### src/rtl/multiword_cla_seq_if.sv
// Start/done handshake and operand/result bus between the ALU front end
// and the multiword CLA sequencer.
interface multiword_cla_seq_if #(
    parameter int W     = 8,
    parameter int WORDS = 4
);
    logic                 start;
    logic                 sub;
    logic [W*WORDS-1:0]   a_in;
    logic [W*WORDS-1:0]   b_in;
    logic                 cin;
    logic                 busy;
    logic                 done;
    logic [W*WORDS-1:0]   sum;
    logic                 cout;
    logic                 ovf;

    modport master (
        output start, sub, a_in, b_in, cin,
        input  busy, done, sum, cout, ovf
    );

    modport slave (
        input  start, sub, a_in, b_in, cin,
        output busy, done, sum, cout, ovf
    );
endinterface

### src/rtl/multiword_cla_seq.sv
// Wide add/subtract built from one W-bit carry-lookahead slice reused
// over WORDS cycles, least significant word first.
module multiword_cla_seq #(
    parameter int W     = 8,
    parameter int WORDS = 4
) (
    input  logic                  clk,
    input  logic                  rst,
    multiword_cla_seq_if.slave    bus
);
    localparam int N  = W * WORDS;
    localparam int IW = (WORDS > 1) ? $clog2(WORDS) : 1;

    typedef enum logic [1:0] {
        IDLE = 2'd0,
        RUN  = 2'd1,
        DONE = 2'd2
    } state_t;

    state_t          state;
    state_t          next_state;
    logic            accept;
    logic            last;

    logic [N-1:0]    a_sh;
    logic [N-1:0]    b_sh;
    logic            carry;
    logic [IW-1:0]   idx;
    logic [N-1:0]    sum_r;
    logic            cout_r;
    logic            ovf_r;

    logic [W-1:0]    g;
    logic [W-1:0]    p;
    logic [W:0]      c;
    logic [W-1:0]    s;

    // Each carry is a flat sum of products of g/p and the carry register,
    // so no carry depends on the previous one.
    always_comb begin : cla_slice
        logic acc;
        logic term;
        g = a_sh[W-1:0] & b_sh[W-1:0];
        p = a_sh[W-1:0] ^ b_sh[W-1:0];
        c = '0;
        c[0] = carry;
        acc  = 1'b0;
        term = 1'b0;
        for (int i = 0; i < W; i++) begin
            acc = carry;
            for (int j = 0; j <= i; j++) begin
                acc = acc & p[j];
            end
            for (int j = 0; j <= i; j++) begin
                term = g[j];
                for (int k = j + 1; k <= i; k++) begin
                    term = term & p[k];
                end
                acc = acc | term;
            end
            c[i+1] = acc;
        end
        s = p ^ c[W-1:0];
    end

    always_ff @(posedge clk) begin
        if (rst) begin
            state <= IDLE;
        end else begin
            state <= next_state;
        end
    end

    always_comb begin
        next_state = state;
        accept     = 1'b0;
        last       = (idx == IW'(WORDS - 1));
        bus.busy   = 1'b0;
        bus.done   = 1'b0;
        case (state)
            IDLE: begin
                if (bus.start) begin
                    accept     = 1'b1;
                    next_state = RUN;
                end
            end
            RUN: begin
                bus.busy = 1'b1;
                if (last) begin
                    next_state = DONE;
                end
            end
            DONE: begin
                bus.done = 1'b1;
                if (bus.start) begin
                    accept     = 1'b1;
                    next_state = RUN;
                end else begin
                    next_state = IDLE;
                end
            end
            default: begin
                next_state = IDLE;
            end
        endcase
    end

    // Subtraction is A + ~B + 1, so B is inverted once at capture time.
    always_ff @(posedge clk) begin
        if (rst) begin
            a_sh   <= '0;
            b_sh   <= '0;
            carry  <= 1'b0;
            idx    <= '0;
            sum_r  <= '0;
            cout_r <= 1'b0;
            ovf_r  <= 1'b0;
        end else if (accept) begin
            a_sh  <= bus.a_in;
            b_sh  <= bus.sub ? ~bus.b_in : bus.b_in;
            carry <= bus.sub ? 1'b1 : bus.cin;
            idx   <= '0;
            sum_r <= '0;
        end else if (state == RUN) begin
            sum_r[idx*W +: W] <= s;
            carry             <= c[W];
            a_sh              <= a_sh >> W;
            b_sh              <= b_sh >> W;
            if (last) begin
                idx    <= '0;
                cout_r <= c[W];
                ovf_r  <= c[W] ^ c[W-1];
            end else begin
                idx <= idx + IW'(1);
            end
        end
    end

    assign bus.sum  = sum_r;
    assign bus.cout = cout_r;
    assign bus.ovf  = ovf_r;
endmodule

### src/flat_wrapper.sv
// flat-port wrapper written by rule: the top's interface ports become plain ports
module multiword_cla_seq_flat 
#(
    parameter int W     = 8,
    parameter int WORDS = 4
)
  (clk, rst, bus_start, bus_sub, bus_a_in, bus_b_in, bus_cin, bus_busy, bus_done, bus_sum, bus_cout, bus_ovf);
  multiword_cla_seq_if #(.W(W), .WORDS(WORDS)) bus_i ();
  input  logic clk;
  input  logic rst;
  input wire logic [$bits(bus_i.start)-1:0] bus_start;
  input wire logic [$bits(bus_i.sub)-1:0] bus_sub;
  input wire logic [$bits(bus_i.a_in)-1:0] bus_a_in;
  input wire logic [$bits(bus_i.b_in)-1:0] bus_b_in;
  input wire logic [$bits(bus_i.cin)-1:0] bus_cin;
  output wire logic [$bits(bus_i.busy)-1:0] bus_busy;
  output wire logic [$bits(bus_i.done)-1:0] bus_done;
  output wire logic [$bits(bus_i.sum)-1:0] bus_sum;
  output wire logic [$bits(bus_i.cout)-1:0] bus_cout;
  output wire logic [$bits(bus_i.ovf)-1:0] bus_ovf;
  assign bus_i.start = bus_start;
  assign bus_i.sub = bus_sub;
  assign bus_i.a_in = bus_a_in;
  assign bus_i.b_in = bus_b_in;
  assign bus_i.cin = bus_cin;
  assign bus_busy = bus_i.busy;
  assign bus_done = bus_i.done;
  assign bus_sum = bus_i.sum;
  assign bus_cout = bus_i.cout;
  assign bus_ovf = bus_i.ovf;
  multiword_cla_seq #(.W(W), .WORDS(WORDS)) u_core (.clk(clk), .rst(rst), .bus(bus_i));
endmodule
### config.mk
export PLATFORM = sky130hd
export DESIGN_NAME = multiword_cla_seq_flat
export DESIGN_NICKNAME = d
export VERILOG_FILES = /design/src/rtl/multiword_cla_seq_if.sv /design/src/rtl/multiword_cla_seq.sv /design/src/flat_wrapper.sv
export SDC_FILE = /design/constraint.sdc
export NUM_CORES = 1
export LEC_CHECK = 0
export ABC_AREA = 1
export CAP_MARGIN = 0
export CORE_UTILIZATION = 40
export DETAILED_ROUTE_END_ITERATION = 8
export GPL_ROUTABILITY_DRIVEN = 1
export PLACE_DENSITY = 0.66
export SLEW_MARGIN = 20
export SYNTH_ARGS = -nofsm -noshare
export SYNTH_HDL_FRONTEND = slang
export SYNTH_SLANG_ARGS = --single-unit
### constraint.sdc
create_clock -name clk -period 4.65 [get_ports clk]
set_input_delay 0.93 -clock clk [delete_from_list [all_inputs] [get_ports clk]]
set_output_delay 0.93 -clock clk [all_outputs]
set_load 0.02 [all_outputs]
# Word-level counts from Yosys, hierarchy flattened
# Index checks and enable logic that the tools add are counted.
# classes
shift	2
n_addsub	2
n_reduce_logical	6
muxes	18
bitwise	78
n_eq_ne	5
# ops
operator	count
$mux 32	5
$and 1x1->1	36
$or 1x1->1	36
$neg 5->34	1
$shift 8x34->32 const A	1
$shiftx 8x34->32	1
$bwmux 32	1
$not 32->32	1
$xor 8x8->8	2
$and 8x8->8	1
$mux 1	8
$mux 2	3
$pmux 2 s3	1
$eq 2x2->1 const B	2
$reduce_or 2->1	2
$reduce_and 3->1	1
$add 2x1->2 const B	1
$eq 2x1->1 const B	1
$logic_not 2->1	1
$ne 2x1->1 const B	1
$ne 2x2->1 const B	1
$reduce_and 2->1	1
$reduce_bool 2->1	1
$not 1->1	1
$xor 1x1->1	1
# word_totals
wordCells	119
ff_bits	103
inputBits	69
out_inout_bits	36

# Logic depth before layout (Yosys ltp)
# logic_depth
depth_word	19
mapped_depth	18
mapped_depth_nobuf	18

# Least setup slack after synthesis
# No wires, ideal clock.
# synth_path
kind	input to register
start	in bus_start
end	reg u_core.sum_r[13], in the netlist u_core.bus.sum[13]
required_ps	4515
cell_stages	7
n_path_buf	2
setup_slack_ps	2764
t_arrival_ps	1751
setup_ps	135
cell_sequence	nand2_1 -> buf_2 -> inv_1 -> nor2_1 -> inv_1 -> buf_1 -> a21oi_1
# synth_between
elab_chain_cells	3
# synth_lines
item	line_no	rtl
start: declaration	flat_wrapper.sv:11	input wire logic [$bits(bus_i.start)-1:0] bus_start;
$mux 1	multiword_cla_seq.sv:82, multiword_cla_seq.sv:95	
$mux 1	-	
$reduce_or 2->1 (no source line)	-	
end signal: indexed assignment	multiword_cla_seq.sv:125	sum_r[idx*W +: W] <= s;
end: declaration	multiword_cla_seq.sv:29	logic [N-1:0] sum_r;
# No other way between the ends.
# A chain may end at the register's enable or synchronous reset.

# Worst setup path in the final report
# layout_path
start	reg u_core.state[0]
end	out bus_busy
# layout_between
elab_chain_cells	2
# layout_lines
item	line_no	rtl
start: declaration	multiword_cla_seq.sv:20	state_t state;
start signal: assignment	multiword_cla_seq.sv:70	state <= next_state;
$eq 2x1->1	multiword_cla_seq.sv:80	case (state)
$mux 1	multiword_cla_seq.sv:80	
end: declaration	flat_wrapper.sv:16	output wire logic [$bits(bus_i.busy)-1:0] bus_busy;
# No other way between the ends.

==> qor.tcl <==
set qor(power.sequential.fraction) 0.483
set qor(cts_setup_buffers) 0
set qor(cell_internal_pwr_mw) 1.426
set qor(critPathMaxFanout) 57
set qor(cts_repair_resize_count) 0
set qor(grt_antenna_before_repair) 0
set qor(floorplan.initialDensity) 0.4098
set qor(fp-row-count) 39
set qor(max_cap_violations) 0
set qor(synth.lib_cells_used.distinct) 31
set qor(max-clock-path-buffers) 2
set qor(cts_hold_buffers) 0
set qor(layout_min_cycle_time_ps) 2953
set qor(slew_viol_final) 0
set qor(finalSetupTns_ps) 0
set qor(design_area_um2) 6026
set qor(finalClockSkew_ps) 4.464
set qor(power.static_leakage_nw) 2.229
set qor(pwr_density_cell_nw_per_um2) 327.7
set qor(ys_ff_latch) 103
set qor(outcome) {completed}
set qor(final.hold.worst_slack_ps) 464.7
set qor(regToRegSetupSlack_ps) 2430
set qor(vdd.ir_drop.worst_mv) 0.2452
set qor(cts_inserted_buffers) 9
set qor(first_drt_pass_iteration_count) 4
set qor(worst_skew_late_latency_ps) 340
set qor(slowest_delay_ps) 720
set qor(setup_viol_count_final) 0
set qor(yosysTopAreaCell) {sky130_fd_sc_hd__dfxtp_1}
set qor(final_hold_viol_count) 0
set qor(drc) 0
set qor(mappedNetlistNets) 706
set qor(power.combinational.fraction) 0.148
set qor(grt_start_max_net_pins) 69
set qor(viasPerCell) 4.948
set qor(area_of_the_die_um2) 12080
set qor(finalNetCount) 786
set qor(final_cell_mix) {sky130_fd_sc_hd__nand2_1 (242), sky130_fd_sc_hd__dfxtp_1 (103), sky130_fd_sc_hd__clkdlybuf4s50_1 (102), sky130_fd_sc_hd__a21oi_1 (54), sky130_fd_sc_hd__a31oi_1 (50)}
set qor(place_hpwl_mm) 7.785
set qor(tightest_slew_ps) 1022
set qor(start_kind) {register}
set qor(power_switching_mw) 0.5493
set qor(postLayoutCoreUtil) 0.5300
set qor(antenna-diode-count) 0
set qor(fmaxAchievable_ghz) 0.3387
set qor(first_pass_grt_wire_length_mm) 18.16
set qor(unrepaired_setup_endpoints_after_global_routing) {no}
set qor(die_h_um) 109.9
set qor(h_tree_depth) 3
set qor(critical_path_class) {reg2out}
set qor(main_area_contributors_after_synthesis) {sky130_fd_sc_hd__dfxtp_1 (44%), sky130_fd_sc_hd__nand2_1 (19%), sky130_fd_sc_hd__a31oi_1 (6.7%)}
set qor(clk_pin_slew_ps) 70
set qor(layout_worst_path_cycle_share) 0.6350
set qor(worstPathBufferInverterCount) 3
set qor(max-slew-margin-rel) 0.3174
set qor(worst_hold_path_type) {reg2reg}
set qor(grt_util_all_layers) 0.1933
set qor(arrival_ps) 2020
set qor(critical-path-slowest-cell) {sky130_fd_sc_hd__clkdlybuf4s50_1}
set qor(place.port_buffers) 104
set qor(gp_congestion) 0.8967
set qor(drive_above_1_share) 0.06232
set qor(critPathRequiredTime_ps) 3720
set qor(die_w_um) 109.9
set qor(crit_family) {buffers and inverters}
set qor(postPlaceCellArea_um2) 5737
set qor(design.core.area_um2) 11370
set qor(antenna_violating_nets_post_route) 0
set qor(yosysWarningCount) 0
set qor(pwr-share-clk) 0.369
set qor(initialDrtViolationCount) 211
set qor(yosysSeqAreaShare) 0.4425
set qor(post-layout-total-power_mw) 1.975
set qor(syn_area_per_cell_um2) 7.503
set qor(global_route.overflow_total) 0
set qor(grt_pass1_vias) 3897
set qor(sw_frac_of_total) 0.2781
set qor(netlist.area_leader.share) 0.4425
set qor(detail_route.wirelength_mm) 10.93
set qor(route.vias.total) 4201
set qor(leading_cell_type_in_the_layout_fill_and_taps_excluded) {sky130_fd_sc_hd__nand2_1}
set qor(wire_per_inst_um) 12.88
set qor(ios) 105
set qor(cts_sinks) 103
set qor(netlist_instances) 621
set qor(cp_cell_sequence) {inv_2, nor2_4, buf_4, clkdlybuf4s50_1}
set qor(clock-root-buffer) {sky130_fd_sc_hd__clkbuf_16}
set qor(tritoncts) {done}
set qor(area_delta_synth_final_pct) 29.32
set qor(endpoint_kind) {primary output}
set qor(synth.cell_area_um2) 4659
power by group through the flow:
stage / logic [mW] / registers [mW] / clock network (mW)
2_1_floorplan: 0.185 / 0.968 / 0
3_3_place_gp: 0.286 / 0.974 / 0
3_5_place_dp: 0.293 / 0.974 / 0
4_1_cts: 0.294 / 0.954 / 0.745
5_1_grt: 0.326 / 0.959 / 0.781
6_report: 0.292 / 0.954 / 0.729
sequential cells by signal, summed over array words and instances (netlist names):
name,cells
u_core.state,2
u_core.bus.cout,1
u_core.bus.sum,32
u_core.a_sh,32
u_core.b_sh,32
u_core.carry,1
u_core.bus.ovf,1
u_core.idx,2
worst reg2reg max path: cells and delay by family (launching register included):
kind,cells,cell delay (ps)
buffers and inverters,2,610
AOI/OAI and AO/OA,1,140
DFF,1,380
adders and majority gates,1,360
and+or+nand+nor,2,650
stage by stage:
stage | setup WS [ps] | cells
final | 1697 | 849
after detailed placement | 1607 | 833
after global routing | 1572 | 849
after CTS | 1683 | 849
after global placement | 1683 | 833
after floorplan | 2764 | 621
Yosys cell counts:
library cell	n
sky130_fd_sc_hd__a21o_1	1
sky130_fd_sc_hd__a21oi_1	54
sky130_fd_sc_hd__a21oi_2	2
sky130_fd_sc_hd__a22oi_1	3
sky130_fd_sc_hd__a31oi_1	50
sky130_fd_sc_hd__buf_1	7
sky130_fd_sc_hd__buf_2	11
sky130_fd_sc_hd__buf_4	1
sky130_fd_sc_hd__clkbuf_1	19
sky130_fd_sc_hd__clkinv_1	1
sky130_fd_sc_hd__dfxtp_1	103
sky130_fd_sc_hd__fa_1	1
sky130_fd_sc_hd__ha_1	15
sky130_fd_sc_hd__inv_1	24
sky130_fd_sc_hd__inv_2	2
sky130_fd_sc_hd__nand2_1	242
sky130_fd_sc_hd__nand2_2	5
sky130_fd_sc_hd__nand2_4	3
sky130_fd_sc_hd__nand3_1	10
sky130_fd_sc_hd__nand3_2	2
sky130_fd_sc_hd__nand4_1	1
sky130_fd_sc_hd__nor2_1	10
sky130_fd_sc_hd__nor2_2	5
sky130_fd_sc_hd__nor3_1	5
sky130_fd_sc_hd__nor3_2	1
sky130_fd_sc_hd__nor4_4	1
sky130_fd_sc_hd__o211ai_1	1
sky130_fd_sc_hd__o21ai_0	11
sky130_fd_sc_hd__or2_1	1
sky130_fd_sc_hd__xnor2_1	4
sky130_fd_sc_hd__xor2_1	25
final timing paths:
path	startpoint	to	cells after the start
hold reg to reg	u_core.a_sh[29]	u_core.a_sh[29]	2
hold / removal	u_core.a_sh[29]	u_core.a_sh[29]	2
setup reg to reg	u_core.idx[0]	u_core.bus.sum[7]	6
setup / recovery	u_core.state[0]	bus_busy	4
routing by layer:
metal	part of all wire	vias up	wire (µm)	track usage
li1	-	2193	-	-
met1	0.46	1886	5059	0.2524
met2	0.47	105	5128	0.3188
met3	0.049	17	534	0.03616
met4	0.019	0	211	0.06571
met5	0	-	0	0
cell families after synthesis:
group,Yosys count,synth area share
buffers and inverters,65,0.05612
adder cells (fa/ha/maj),16,0.04458
XOR/XNOR,29,0.05451
flip-flops,103,0.4425
AND/OR/NAND/NOR,286,0.2535
AO/OA/AOI/OAI,122,0.1488
layout make-up:
class,instances,area (µm²)
timing repair buffer,107,1054
clock inverter,7,63.81
tap,143,178.9
fill,1152,5344
sequential,103,2062
inverter,27,101.3
clock buffer,9,225.2
multi-input combinational,453,2341
(Power assumes the default switching activity.)
